`config.mk`:
```
export PLATFORM = sky130hd
export DESIGN_NAME = sdram_arb2
export DESIGN_NICKNAME = d
export VERILOG_FILES = /design/src/rtl/sdram_pkg.sv /design/src/rtl/sdram_arb2.sv
export SDC_FILE = /design/constraint.sdc
export NUM_CORES = 1
export LEC_CHECK = 0
export ABC_AREA = 0
export BUFFER_PORTS_ARGS = -buffer_cell sky130_fd_sc_hd__clkbuf_2
export CAP_MARGIN = 40
export CORE_MARGIN = 4
export CORE_UTILIZATION = 30
export DETAILED_ROUTE_END_ITERATION = 10
export PLACE_DENSITY_LB_ADDON = 0.25
export SLEW_MARGIN = 20
export SYNTH_ARGS = -nofsm -noshare
export SYNTH_HDL_FRONTEND = slang
export SYNTH_SLANG_ARGS = --single-unit
export TNS_END_PERCENT = 1
```
`constraint.sdc`:
```
create_clock -name clk -period 1.24 [get_ports clk]
set_input_delay 0.124 -clock clk [delete_from_list [all_inputs] [get_ports clk]]
set_output_delay 0.124 -clock clk [all_outputs]
set_load 0.005 [all_outputs]
```
`src/rtl/sdram_pkg.sv`:
```
// Shared definitions for the SDRAM front-end blocks that sit ahead of the
// mt48lc16m16a2 controller: FSM encodings, address width and mask constants.
package sdram_pkg;

    localparam int         SDRAM_ADDR_WIDTH = 25;
    localparam logic [3:0] WMASK_READ       = 4'b0000;

    typedef enum logic {
        ARB_IDLE = 1'b0,
        ARB_BUSY = 1'b1
    } arb_state_t;

    typedef enum logic {
        GNT_S0 = 1'b0,
        GNT_S1 = 1'b1
    } grant_t;

endpackage

```
`src/rtl/sdram_arb2.sv`:
```
// Two-master arbiter in front of the SDRAM controller: latches one winning
// request, holds it stable until mem_ready, and returns data/ready to its owner.
module sdram_arb2
    import sdram_pkg::*;
#(
    parameter int ADDR_WIDTH  = SDRAM_ADDR_WIDTH,
    parameter bit ROUND_ROBIN = 1'b1
) (
    input  logic                  clk,
    input  logic                  resetn,
    input  logic                  s0_valid,
    input  logic [ADDR_WIDTH-1:0] s0_addr,
    input  logic [31:0]           s0_din,
    input  logic [3:0]            s0_wmask,
    output logic [31:0]           s0_dout,
    output logic                  s0_ready,
    input  logic                  s1_valid,
    input  logic [ADDR_WIDTH-1:0] s1_addr,
    input  logic [31:0]           s1_din,
    input  logic [3:0]            s1_wmask,
    output logic [31:0]           s1_dout,
    output logic                  s1_ready,
    output logic                  mem_valid,
    output logic [ADDR_WIDTH-1:0] mem_addr,
    output logic [31:0]           mem_din,
    output logic [3:0]            mem_wmask,
    input  logic [31:0]           mem_dout,
    input  logic                  mem_ready
);

    arb_state_t            r_state;
    grant_t                r_grant;
    grant_t                r_last_grant;
    logic                  r_mem_valid;
    logic [ADDR_WIDTH-1:0] r_mem_addr;
    logic [31:0]           r_mem_din;
    logic [3:0]            r_mem_wmask;
    logic [31:0]           r_s0_dout;
    logic                  r_s0_ready;
    logic [31:0]           r_s1_dout;
    logic                  r_s1_ready;

    arb_state_t            w_state_nxt;
    grant_t                w_grant_nxt;
    grant_t                w_last_grant_nxt;
    grant_t                w_pick;
    logic                  w_mem_valid_nxt;
    logic [ADDR_WIDTH-1:0] w_mem_addr_nxt;
    logic [31:0]           w_mem_din_nxt;
    logic [3:0]            w_mem_wmask_nxt;
    logic [31:0]           w_s0_dout_nxt;
    logic                  w_s0_ready_nxt;
    logic [31:0]           w_s1_dout_nxt;
    logic                  w_s1_ready_nxt;
    logic                  w_elig0;
    logic                  w_elig1;

    // Only meaningful when at least one master is eligible; ties go to the
    // master that did not win last time, or always to s0 in fixed priority.
    function automatic grant_t pick_grant(input logic   i_e0,
                                          input logic   i_e1,
                                          input grant_t i_last,
                                          input logic   i_rr);
        if (i_e0 && i_e1) begin
            if (i_rr)
                return (i_last == GNT_S0) ? GNT_S1 : GNT_S0;
            else
                return GNT_S0;
        end else if (i_e1) begin
            return GNT_S1;
        end else begin
            return GNT_S0;
        end
    endfunction

    // A master whose completion pulse is still visible is not yet eligible,
    // which keeps a held valid from re-triggering the same access.
    assign w_elig0 = s0_valid && !r_s0_ready;
    assign w_elig1 = s1_valid && !r_s1_ready;
    assign w_pick  = pick_grant(w_elig0, w_elig1, r_last_grant, ROUND_ROBIN);

    always_comb begin
        // NOTE: every signal gets its hold/default value first so no path
        // through the case below leaves one unassigned (that would be a latch).
        w_state_nxt      = r_state;
        w_grant_nxt      = r_grant;
        w_last_grant_nxt = r_last_grant;
        w_mem_valid_nxt  = r_mem_valid;
        w_mem_addr_nxt   = r_mem_addr;
        w_mem_din_nxt    = r_mem_din;
        w_mem_wmask_nxt  = r_mem_wmask;
        w_s0_dout_nxt    = r_s0_dout;
        w_s1_dout_nxt    = r_s1_dout;
        w_s0_ready_nxt   = 1'b0;
        w_s1_ready_nxt   = 1'b0;

        case (r_state)
            ARB_IDLE: begin
                if (w_elig0 || w_elig1) begin
                    w_state_nxt      = ARB_BUSY;
                    w_grant_nxt      = w_pick;
                    w_last_grant_nxt = w_pick;
                    w_mem_valid_nxt  = 1'b1;
                    if (w_pick == GNT_S0) begin
                        w_mem_addr_nxt  = s0_addr;
                        w_mem_din_nxt   = s0_din;
                        w_mem_wmask_nxt = s0_wmask;
                    end else begin
                        w_mem_addr_nxt  = s1_addr;
                        w_mem_din_nxt   = s1_din;
                        w_mem_wmask_nxt = s1_wmask;
                    end
                end
            end
            ARB_BUSY: begin
                if (mem_ready) begin
                    w_state_nxt     = ARB_IDLE;
                    w_mem_valid_nxt = 1'b0;
                    if (r_grant == GNT_S0) begin
                        w_s0_dout_nxt  = mem_dout;
                        w_s0_ready_nxt = 1'b1;
                    end else begin
                        w_s1_dout_nxt  = mem_dout;
                        w_s1_ready_nxt = 1'b1;
                    end
                end
            end
            default: w_state_nxt = ARB_IDLE;
        endcase
    end

    // NOTE: state is updated only with non-blocking assignments so every
    // register samples pre-edge values; reset is synchronous to match the
    // controller, which shares resetn.
    always_ff @(posedge clk) begin
        if (!resetn) begin
            r_state      <= ARB_IDLE;
            r_grant      <= GNT_S0;
            r_last_grant <= GNT_S1;
            r_mem_valid  <= 1'b0;
            r_mem_addr   <= '0;
            r_mem_din    <= '0;
            r_mem_wmask  <= WMASK_READ;
            r_s0_dout    <= '0;
            r_s0_ready   <= 1'b0;
            r_s1_dout    <= '0;
            r_s1_ready   <= 1'b0;
        end else begin
            r_state      <= w_state_nxt;
            r_grant      <= w_grant_nxt;
            r_last_grant <= w_last_grant_nxt;
            r_mem_valid  <= w_mem_valid_nxt;
            r_mem_addr   <= w_mem_addr_nxt;
            r_mem_din    <= w_mem_din_nxt;
            r_mem_wmask  <= w_mem_wmask_nxt;
            r_s0_dout    <= w_s0_dout_nxt;
            r_s0_ready   <= w_s0_ready_nxt;
            r_s1_dout    <= w_s1_dout_nxt;
            r_s1_ready   <= w_s1_ready_nxt;
        end
    end

    assign mem_valid = r_mem_valid;
    assign mem_addr  = r_mem_addr;
    assign mem_din   = r_mem_din;
    assign mem_wmask = r_mem_wmask;
    assign s0_dout   = r_s0_dout;
    assign s0_ready  = r_s0_ready;
    assign s1_dout   = r_s1_dout;
    assign s1_ready  = r_s1_ready;

endmodule
```
==> metrics.md <==
| Metric | Value |
|---|---|
| Setup violations, final | `57` |
| DRC | `0` |
| Number of global-route vias before repair | `6304` |
| Period utilisation layout | `107.1%` |
| Layout cells sized above 1 | `34.90%` |
| Largest cells by area after synthesis | `dfxtp_1, nand2_1, a31oi_1, a21boi_0, o21ai_0` |
| CTS Buf Count | `17` |
| Setup ws final | `-88.15 ps` |
| Fmax | `752.9 MHz` |
| Synthesis Warnings | `0` |
| CP Class | `reg2reg` |
| Clock transition at the registers of the reported paths | `60 ps` |
| Flop2flop setup slack | `-90 ps` |
| Worst Path Max Fanout | `5` |
| Clock sinks | `131` |
| WL per Instance | `15.74 microns` |
| Maximum VDD drop | `0.001002 V` |
| Worst r2r dst | `mem_din[12]$_SDFFE_PN0P_` |
| Slew margin rel. | `80.97%` |
| Area growth from synthesis to layout | `84.80%` |
| Netlist cell types | `24` |
| Pins over their slew limit | `0` |
| Die footprint | `19370 sq um` |
| RSZ-0062 raised after global routing | `true` |
| Reg-to-reg startpoint | `s1_ready$_SDFF_PN0_` |
| Gpl congestion | `0.7772` |
| Startpoint type of the worst setup path | `flip-flop` |
| First-pass GRT wire length | `31510 microns` |
| I/O pin cnt | `287` |
| Hold endpoint | `r_state$_SDFF_PN0_` |
| Worst Hold Margin | `189.2 ps` |
| Min cycle time layout | `1328 ps` |
| Clock Latency Late Sink | `410 ps` |
| Top cell type's share of synthesized area | `50.80%` |
| Flops & latches, synth | `131` |
| Avg Cell Area, Syn | `8.066 sq um` |
| Crit-path slowest cell | `dfxtp_2` |
| Initial antenna violation count | `1` |
| Synth area leader | `dfxtp_1` |
| Hold depth | `3` |
| Min-delay src | `s0_valid` |
| Max Cap Viol | `0` |
| Bufs and invs on worst path | `2` |
| Post-DP HPWL | `11720 microns` |
| Worst setup startpoint | `s1_ready$_SDFF_PN0_` |
| Port bufs | `286` |
| Required @ worst endpoint | `1530 ps` |
| H-tree depth | `4` |
| Total number of vias | `6287` |
| Worst-margin pin slew | `285.4 ps` |
| Num rows | `47` |
| Pleak | `4.337 nW` |
| Total GRT Usage | `19.73%` |
| Largest net degree at the start of global routing | `75` |
| Worst R2R Path Depth | `6` |
| Crit path largest cell delay | `350 ps` |
| Fin util | `57.12%` |
| Die H | `139.2 microns` |
| Cells along the critical path | `nor2b_4, o21ba_4, buf_4, clkbuf_16, o21ai_0, a31oi_1` |
| Synthesized area | `5162 sq um` |
| Hold crit path type | `in2reg` |
| Clock Tree Buf Depth | `2` |
| Drt total wl | `20830 microns` |
| Syn Nets | `799` |
| Root Driver | `clkbuf_16` |
| Die W | `139.2 microns` |
| Status | `complete, but fails checks` |
| Critical Path AT | `1620 ps` |
| Final Skew | `7.395 ps` |
| Post-synthesis sequential area ratio | `50.80%` |
| Core area | `16700 sq um` |
| Iteration-0 DRC Markers | `351` |
| First drt pass iteration count | `5` |
| Mapped Cells | `640` |
| Worst path top cell family by delay | `compound AO/OA/AOI/OAI gates` |
| Via density | `4.748` |
| Gr ovfl total | `0` |
| CTS tree | `built` |
| Violated checks | `negative setup slack` |
| P per Cell Area | `1309 nW/um^2` |
| Setup crit end kind | `flip-flop` |
| Final Hold Fails | `0` |
| Antenna-violating nets left | `0` |
| Starting Density | `30.91%` |
| NumNets Final | `1249` |
## worst max-delay path by stage
stage                                end  slack, ps  depth (start not counted)
2_1_floorplan   mem_addr[0]$_SDFFE_PN0P_         10                          5
4_1_cts        mem_wmask[3]$_SDFFE_PN0P_        -40                          5
5_1_grt         mem_din[12]$_SDFFE_PN0P_       -160                          6
6_report        mem_din[12]$_SDFFE_PN0P_        -90                          6
3_5_place_dp     mem_din[8]$_SDFFE_PN0P_        -80                          5
3_3_place_gp    mem_din[11]$_SDFFE_PN0P_        -50                          5
## cell type report
cell class | count | area [sq um]
fill | 1456 | 7161
timing repair buffer | 483 | 3647
sequential | 131 | 2626
multi-input combinational | 455 | 2338
clock buffer | 20 | 466.7
tap | 220 | 275.3
clock inverter | 12 | 176.4
inverter | 2 | 7.507
antenna | 1 | 2.502
## cell usage after synthesis
cell type and n:
a21boi_0 46, a21boi_1 18, a31oi_1 61, and2_1 4
buf_1 1, buf_2 18, buf_4 6, buf_6 6
clkbuf_1 22, dfxtp_1 131, inv_1 2, nand2_1 250
nand2_2 2, nand3_1 2, nand3b_1 1, nor2_4 2
nor2b_1 1, nor2b_2 1, o211a_1 1, o21ai_0 61
o21ba_1 1, o221ai_1 1, o22ai_1 1, o311a_1 1
## placed cells by master, fill, tap and decap left out, types with 5 or more instances in the layout
cell           instances
a21boi_0              46
clkbuf_16             24
buf_6                  7
clkbuf_2             285
dlygate4sd3_1        154
nand2_2                5
nand2_1              246
a21boi_1              18
o21ai_1               31
dfxtp_1              128
buf_12                14
a31oi_1               57
o21ai_0               26
buf_4                 13
## worst reg2reg max path, cell delays in order (launching register included)
cell	delay (ps)
dfxtp_2	350
nor2b_4	60
o21ba_4	250
buf_4	150
clkbuf_16	140
o21ai_0	210
a31oi_1	60
## power by group
group / internal, W / switching, W
logic: 0.00128 / 0.00106
clock network: 0.00354 / 0.00194
registers: 0.00451 / 0.000169
total: 0.00932 / 0.00316
## flip-flops by register name (all words and copies together), names as in the netlist
name / cells
mem_din: 32
mem_addr: 25
mem_valid: 1
s1_ready: 1
s0_dout: 32
r_state: 1
s1_dout: 32
r_grant: 1
s0_ready: 1
r_last_grant: 1
mem_wmask: 4
## routing by layer
metal	share of wire, %	track usage, %	up-vias
met2	49	33.55	317
met4	3.3	9.475	0
met1	40	22.92	2858
met5	0	0	-
met3	7.5	5.483	46
li1	-	-	3066
## repair_timing
item,in CTS,in global routing
endpoints found under the setup margin,60,121
pin swaps,3,19
hold buffers,154,0
gates cloned,2,9
endpoints found under the hold margin,125,0
resized for setup,27,45
buffers inserted,2,6
## through the flow
step / area (sq um) / power (W) / worst slack, ps / setup TNS (ps) / instances
finish: 9540 / 0.01249 / -88.15 / -1903 / 1324
global route: 9540 / 0.01305 / -162.5 / -6924 / 1324
CTS: 9211 / 0.01230 / -41.21 / -1118 / 1309
detailed placement: 6908 / 0.006296 / -75.49 / -2519 / 1119
global placement: 6908 / 0.006295 / -47.67 / -1261 / 1119
floorplan: 5162 / 0.005485 / 13.23 / 0 / 640
## kinds of logic after synthesis
logic type             count (synthesis)  synth area share [%]
buffers and inverters                 55                 5.744
AOI/OAI and AO/OA                    191                 23.49
DFF                                  131                 50.80
and+or+nand+nor                      263                 19.97
(Power assumes the default switching activity.)
